### config.mk
export PLATFORM = sky130hd
export DESIGN_NAME = fifo_serial_tx
export DESIGN_NICKNAME = d
export VERILOG_FILES = /design/src/rtl/fifo_serial_tx.sv
export SDC_FILE = /design/constraint.sdc
export NUM_CORES = 1
export LEC_CHECK = 0
export ABC_AREA = 1
export BUFFER_PORTS_ARGS = -buffer_cell sky130_fd_sc_hd__buf_2
export CORE_ASPECT_RATIO = 1.25
export CORE_MARGIN = 2
export CORE_UTILIZATION = 40
export CTS_CLUSTER_DIAMETER = 60
export DETAILED_ROUTE_END_ITERATION = 10
export SETUP_SLACK_MARGIN = 0.4
export SLEW_MARGIN = 30
export SYNTH_ARGS = -nofsm -noshare
export SYNTH_HDL_FRONTEND = slang
export SYNTH_SLANG_ARGS = --single-unit
export TNS_END_PERCENT = 20
### constraint.sdc
create_clock -name clk -period 4.5 [get_ports clk]
set_clock_uncertainty 0.1 [all_clocks]
set_input_delay 0 -clock clk [delete_from_list [all_inputs] [get_ports clk]]
set_output_delay 0 -clock clk [all_outputs]
set_load 0.02 [all_outputs]
### src/rtl/fifo_serial_tx.sv
// Drains 16-bit words from a FIFO read port and sends each one as an async serial frame:
// start bit, 16 data bits LSB first, optional even parity, stop bit.
module fifo_serial_tx #(
   parameter int unsigned CLKS_PER_BIT = 16,
   parameter bit          PARITY_EN    = 1'b0
) (
   input  logic        clk,
   input  logic        rst,
   input  logic        enable,
   input  logic        fifo_empty,
   input  logic [15:0] fifo_dout,
   output logic        fifo_rd_en,
   output logic        tx,
   output logic        busy,
   output logic [7:0]  word_count
);

   localparam int unsigned    BaudW    = $clog2(CLKS_PER_BIT);
   localparam logic [BaudW-1:0] BaudLast = BaudW'(CLKS_PER_BIT - 1);

   typedef enum logic [2:0] {
      StIdle,
      StFetch,
      StLoad,
      StStart,
      StData,
      StParity,
      StStop
   } state_e;

   state_e           state_q, state_d;
   logic             tx_q, tx_d;
   logic [15:0]      shift_q, shift_d;
   logic             parity_q, parity_d;
   logic [4:0]       bit_cnt_q, bit_cnt_d;
   logic [BaudW-1:0] baud_q, baud_d;
   logic [7:0]       word_count_q, word_count_d;
   logic             bit_done;

   assign bit_done = (baud_q == BaudLast);

   always_comb begin
      state_d      = state_q;
      tx_d         = tx_q;
      shift_d      = shift_q;
      parity_d     = parity_q;
      bit_cnt_d    = bit_cnt_q;
      baud_d       = baud_q;
      word_count_d = word_count_q;

      case (state_q)
         StIdle: begin
            tx_d = 1'b1;
            if (enable && !fifo_empty) begin
               state_d = StFetch;
            end
         end

         // fifo_dout updates on the edge leaving this state
         StFetch: begin
            state_d = StLoad;
         end

         StLoad: begin
            shift_d   = fifo_dout;
            parity_d  = ^fifo_dout;
            tx_d      = 1'b0;
            baud_d    = '0;
            bit_cnt_d = '0;
            state_d   = StStart;
         end

         StStart: begin
            if (bit_done) begin
               baud_d  = '0;
               tx_d    = shift_q[0];
               state_d = StData;
            end else begin
               baud_d = baud_q + BaudW'(1);
            end
         end

         // shift_q[0] is the bit currently on the line; shift_q[1] goes out next
         StData: begin
            if (bit_done) begin
               baud_d  = '0;
               shift_d = {1'b0, shift_q[15:1]};
               if (bit_cnt_q == 5'd15) begin
                  bit_cnt_d = '0;
                  if (PARITY_EN) begin
                     tx_d    = parity_q;
                     state_d = StParity;
                  end else begin
                     tx_d    = 1'b1;
                     state_d = StStop;
                  end
               end else begin
                  bit_cnt_d = bit_cnt_q + 5'd1;
                  tx_d      = shift_q[1];
               end
            end else begin
               baud_d = baud_q + BaudW'(1);
            end
         end

         StParity: begin
            if (bit_done) begin
               baud_d  = '0;
               tx_d    = 1'b1;
               state_d = StStop;
            end else begin
               baud_d = baud_q + BaudW'(1);
            end
         end

         StStop: begin
            tx_d = 1'b1;
            if (bit_done) begin
               baud_d       = '0;
               word_count_d = word_count_q + 8'd1;
               if (enable && !fifo_empty) begin
                  state_d = StFetch;
               end else begin
                  state_d = StIdle;
               end
            end else begin
               baud_d = baud_q + BaudW'(1);
            end
         end

         default: begin
            tx_d    = 1'b1;
            state_d = StIdle;
         end
      endcase
   end

   always_ff @(posedge clk or posedge rst) begin
      if (rst) begin
         state_q      <= StIdle;
         tx_q         <= 1'b1;
         shift_q      <= '0;
         parity_q     <= 1'b0;
         bit_cnt_q    <= '0;
         baud_q       <= '0;
         word_count_q <= '0;
      end else begin
         state_q      <= state_d;
         tx_q         <= tx_d;
         shift_q      <= shift_d;
         parity_q     <= parity_d;
         bit_cnt_q    <= bit_cnt_d;
         baud_q       <= baud_d;
         word_count_q <= word_count_d;
      end
   end

   assign fifo_rd_en = (state_q == StFetch);
   assign busy       = (state_q != StIdle);
   assign tx         = tx_q;
   assign word_count = word_count_q;

endmodule

Word level (Yosys, flattened, before mapping)
Cells that the tools add are included.
Widths: inputs -> output; s select.
{"block": "classes", "addsub": 3, "n_eq_ne": 14, "mux": 20, "n_bitwise": 1, "reduce_logical": 11}
{"cell": "$pmux 16 s2", "count": 1}
{"cell": "$pmux 3 s7", "count": 1}
{"cell": "$mux 3", "count": 6}
{"cell": "$mux 16", "count": 1}
{"cell": "$ne 2x2->1 const B", "count": 6}
{"cell": "$mux 5", "count": 2}
{"cell": "$pmux 5 s2", "count": 1}
{"cell": "$eq 3x3->1 const B", "count": 3}
{"cell": "$add 8x1->8 const B", "count": 1}
{"cell": "$pmux 4 s2", "count": 1}
{"cell": "$eq 3x2->1 const B", "count": 2}
{"cell": "$reduce_and 6->1", "count": 1}
{"cell": "$add 5x1->5 const B", "count": 1}
{"cell": "$eq 5x4->1 const B", "count": 1}
{"cell": "$mux 1", "count": 5}
{"cell": "$pmux 1 s5", "count": 1}
{"cell": "$add 4x1->4 const B", "count": 1}
{"cell": "$eq 4x4->1 const B", "count": 1}
{"cell": "$mux 4", "count": 1}
{"cell": "$reduce_and 2->1", "count": 2}
{"cell": "$reduce_and 4->1", "count": 1}
{"cell": "$reduce_bool 2->1", "count": 2}
{"cell": "$reduce_or 4->1", "count": 1}
{"cell": "$eq 3x1->1 const B", "count": 1}
{"cell": "other kinds (5)", "count": 5}
{"block": "word_totals", "regBits": 37, "in_bits": 20, "output_inout_bits": 11, "word_cells": 55}

Depth between registers and ports, before layout
{"block": "logic_depth", "word_depth": 5, "ltp_mapped": 9, "ltp_nobuf": 8}

Least setup slack after synthesis
OpenSTA, ideal clock, no wires.
{"block": "synth_timing", "path_kind": "reg2reg", "start": "register baud_q[0]", "end": "register bit_cnt_q[3]", "setup_time_ns": 0.123, "arrival_time_ns": 1.229, "t_required_ns": 4.277, "slack_ns": 3.048, "stages_incl_launch_ff": 7, "n_path_buf": 0, "synth_period_minus_slack_ns": 1.452, "cell_sequence": "dfrtp_1 ha_1 nand3_4 o21ai_4 inv_1 nand2_1 o21ai_1"}
{"block": "synth_between", "elab_chain_cells": 3}
{"element": "from (decl)", "line": "36", "source": "logic [BaudW-1:0] baud_q, baud_d;"}
{"element": "from (signal assigned)", "line": "153", "source": "baud_q <= baud_d;"}
{"element": "$eq 4x4->1", "line": "40", "source": "assign bit_done = (baud_q == BaudLast);"}
{"element": "$ne 2x2->1 (no line)"}
{"element": "$reduce_and 2->1 (no line)"}
{"element": "to (signal assigned)", "line": "152", "source": "bit_cnt_q <= bit_cnt_d;"}
{"element": "to (decl)", "line": "35", "source": "logic [4:0] bit_cnt_q, bit_cnt_d;"}
No other way between the ends.
A chain may end at the register's enable or synchronous reset.

Worst setup path in the final report
{"block": "layout_timing", "start": "register state_q[1]", "end": "register bit_cnt_q[3]"}
{"block": "layout_between", "elab_chain_cells": 3, "elab_cells_between_ends": 6, "classes_between": "eq/ne (3); mux (1); reduce/logical (2)"}
{"element": "from (decl)", "line": "31", "source": "state_e state_q, state_d;"}
{"element": "from (signal assigned)", "line": "140", "source": "state_q <= StIdle;"}
{"element": "from (signal assigned)", "line": "148", "source": "state_q <= state_d;"}
{"element": "$eq 3x3->1 or $eq 3x2->1 (tied branches)", "line": "51", "source": "case (state_q)"}
{"element": "$ne 2x2->1 (no line) or $reduce_bool 2->1 (tied branches)"}
{"element": "$reduce_and 2->1 (no line)"}
Parallel ways exist; a longest one is shown, timed or not.

==> metrics.md <==
| Metric | Value |
|---|---|
| Initial Util | `40.98%` |
| Clock tree buffer depth | `2` |
| Seq/Total Area, Yosys | `44.85%` |
| Status | `complete, no violations` |
| CP delay by family, top | `compound AO/OA/AOI/OAI gates` |
| Setup TNS | `0 ns` |
| Clock Sinks | `37` |
| Detailed Route Iter0 Violations | `49` |
| Worst Reg2Reg Path Length in Cells | `6` |
| Max IR drop VDD | `123.9 uV` |
| Die width | `68.30 um` |
| PortBufs | `30` |
| Post-Syn Area | `0.002067 mm^2` |
| Core area | `0.005044 mm^2` |
| FF+latch count, synth | `37` |
| Worst Path Buf+Inv | `1` |
| TritonCTS buffer count | `5` |
| Hold Slack | `0.01679 ns` |
| Tot GR Track Use | `15.70%` |
| R2R setup slack | `2.24 ns` |
| Final #Nets | `332` |
| Max-cap check violation count | `0` |
| Worst reg2reg path startpoint | `state_q[1]` |
| Drt pass-1 iters | `4` |
| Placer Congestion | `0.7737` |
| Mapped Cells | `262` |
| Total gr overflow | `0` |
| Endpoint of the worst register-to-register path | `bit_cnt_q[3]` |
| Yosys warns | `0` |
| CP Data Required Time | `4.57 ns` |
| Final setup viols | `0` |
| Hold Crit Depth | `6` |
| CTS tree | `built` |
| Worst skew pair latency | `0.29 ns` |
| Routed WL | `4.044 mm` |
| FMAX | `442.8 MHz` |
| CP Class | `flop to flop` |
| Syn nets | `285` |
| Die Area | `0.005762 mm^2` |
| Final hold viol count | `0` |
| Unrepaired setup endpoints after global routing | `no` |
| Share of layout cells above drive strength 1 | `16.45%` |
| # IOs | `31` |
| Antenna cell count | `0` |
| Clock root cell | `clkbuf_8` |
| Clock transition at path regs | `0.07 ns` |
| DRC | `0` |
| Slowest CP cell | `o21ai_4` |
| Placed Area | `0.002226 mm^2` |
| Post-layout power | `658.3 uW` |
| Via-to-Cell Ratio | `4.798` |
| Min-delay src | `fifo_empty` |
| Mean Syn Cell Area | `7.889 um^2` |
| Pin count of the biggest net entering global routing | `38` |
| Vias in the first global route | `1,636` |
| CP Capture Type | `flop` |
| WP data arrival | `2.33 ns` |
| Design area | `0.002512 mm^2` |
| Post-CTS setup buffers | `0` |
| Tightest Pin Transition | `0.7303 ns` |
| Min Tclk post-route | `2.258 ns` |
| Pwr dens | `262.0 mW/mm^2` |
| Vias after detailed routing | `1,785` |
| Area grow syn2layout | `21.55%` |
| Row count | `29` |
| WL/cell | `10.87 um` |
| Final Max Slew Viols | `0` |
| Initial antenna violation count | `0` |
| H-tree levels | `2` |
| Hpwl dp | `2.784 mm` |
| Worst setup SP type | `flop` |
| Die Ht | `84.37 um` |
| PostCTS Resize Cnt | `0` |
| Worst-path fanout max | `34` |
| Hold WC Path Type | `input pin to flop` |
| Routed Antenna Nets | `0` |
| Max-Slew Margin vs Limit | `51.13%` |
| Leakage | `1.246 nW` |
| Crit-path cells | `nor2_4, nand2_4, o21ai_4, inv_1, nand2_1, o21ai_1` |
| WHS Endpoint | `state_q[0]` |
| Slowest stage delay, CP | `0.65 ns` |
| Fin crit share | `50.19%` |
| Synth cell types | `31` |
| First-pass GRT wire length | `6.913 mm` |
==> per-layer routing <==
metal  global-route usage (%)  up-vias  share of wire, %
li1                         -      923                 -
met1                    19.02      816                45
met2                    25.68       38                48
met3                    4.424        8               4.1
met4                    6.364        0               2.1
met5                        0        -                 0
==> synth_stat cells <==
library cell,instances,share of area [%]
nand2_1,87,16
inv_1,37,6.7
dfrtp_1,36,44
o21ai_0,27,6.5
nand3_1,16,3.9
nand4_1,8,2.4
nor2_1,7,1.3
o21ai_1,7,1.7
buf_6,5,2.7
ha_1,3,1.8
xnor2_1,3,1.3
xor2_1,3,1.3
a21oi_1,2,0.48
buf_4,2,0.73
nand3_4,2,1.7
nor2_4,2,1.1
a22o_1,1,0.42
clkbuf_2,1,0.24
dfstp_2,1,1.3
inv_2,1,0.18
mux2i_1,1,0.48
nand2_2,1,0.30
nand2_4,1,0.54
nand3b_1,1,0.36
nand4_2,1,0.61
nor2_2,1,0.30
nor3_1,1,0.24
o211ai_2,1,0.61
o21ai_4,1,0.79
o21bai_1,1,0.36
or2_2,1,0.30
==> where the power goes <==
group          switching (mW)  internal, mW  leakage, nW
combinational          0.0112        0.0161        0.762
sequential                  0         0.332        0.426
clock                   0.118         0.181       0.0585
total                   0.129         0.529         1.25
==> state kept, by name, summed over array words and instances (netlist names) <==
register    flops
word_count      8
baud_q          4
bit_cnt_q       5
shift_q        16
tx              1
state_q         3
==> cells in the final DEF, fill, tap and decap left out, drive strengths merged <==
cell         instances
mux2i                1
xnor2                3
o21bai               1
xor2                 3
nor3                 1
dlygate4sd3         17
a22o                 1
a21oi                2
dfstp                1
nand4                9
clkbuf               7
nor2                10
o211ai               1
dfrtp               36
nand3b               1
ha                   3
o21ai               35
nand3               18
bufinv               1
buf                 31
or2                  1
inv                 38
nand2               89
==> cells by family (layout without fill, tap and decap cells) <==
family,after synthesis,count (layout),share of synthesized area (%)
DFF,37,37,44.85
AOI/OAI and AO/OA,40,40,10.90
muxes,1,1,0.4843
buffers and inverters,46,94,10.59
and+or+nand+nor,129,129,28.81
adders and majority gates,3,3,1.816
xor gates and xnor gates,6,6,2.543
==> how the worst max path moves through the flow <==
stage	startpoint	endpoint	slack, ns	cells past startpoint
floorplan	baud_q[0]	bit_cnt_q[3]	3.05	6
global placement	state_q[1]	bit_cnt_q[2]	2.29	6
detailed placement	state_q[1]	bit_cnt_q[3]	2.25	6
CTS	state_q[1]	bit_cnt_q[3]	2.23	6
global route	state_q[1]	shift_q[0]	2.04	6
finish	state_q[1]	bit_cnt_q[3]	2.24	6
==> metrics by stage <==
stage | util (%) | worst slack, ns | cells
final | 49.81 | 2.242 | 372
after global routing | 49.81 | 2.045 | 372
after CTS | 49.81 | 2.227 | 372
after detailed placement | 44.13 | 2.249 | 347
after global placement | 44.13 | 2.289 | 347
after floorplan | - | 3.048 | 262
==> tightest hold or removal path, stage by stage <==
cell and delay, ns:
buf_2 0.07, inv_1 0.03, nand2_1 0.07, o21bai_1 0.06, nand4_1 0.08, nand2_1 0.05
==> what timing repair did <==
item / in CTS / in global routing
endpoints found under the setup margin: 0 / 0
hold endpoints to repair: 52 / 0
hold buffers: 17 / 0
==> layout make-up <==
| cell class | instances | area, um^2 |
|---|---|---|
| well taps | 62 | 77.57 |
| clock inverters | 1 | 30.03 |
| clock buffers | 7 | 86.33 |
| inverters | 38 | 142.6 |
| fillers | 492 | 2531 |
| multi-input cells | 179 | 920.9 |
| repair buffers | 48 | 327.8 |
| flip-flops and latches | 37 | 927.1 |
Power figures use the tool's default switching activity.
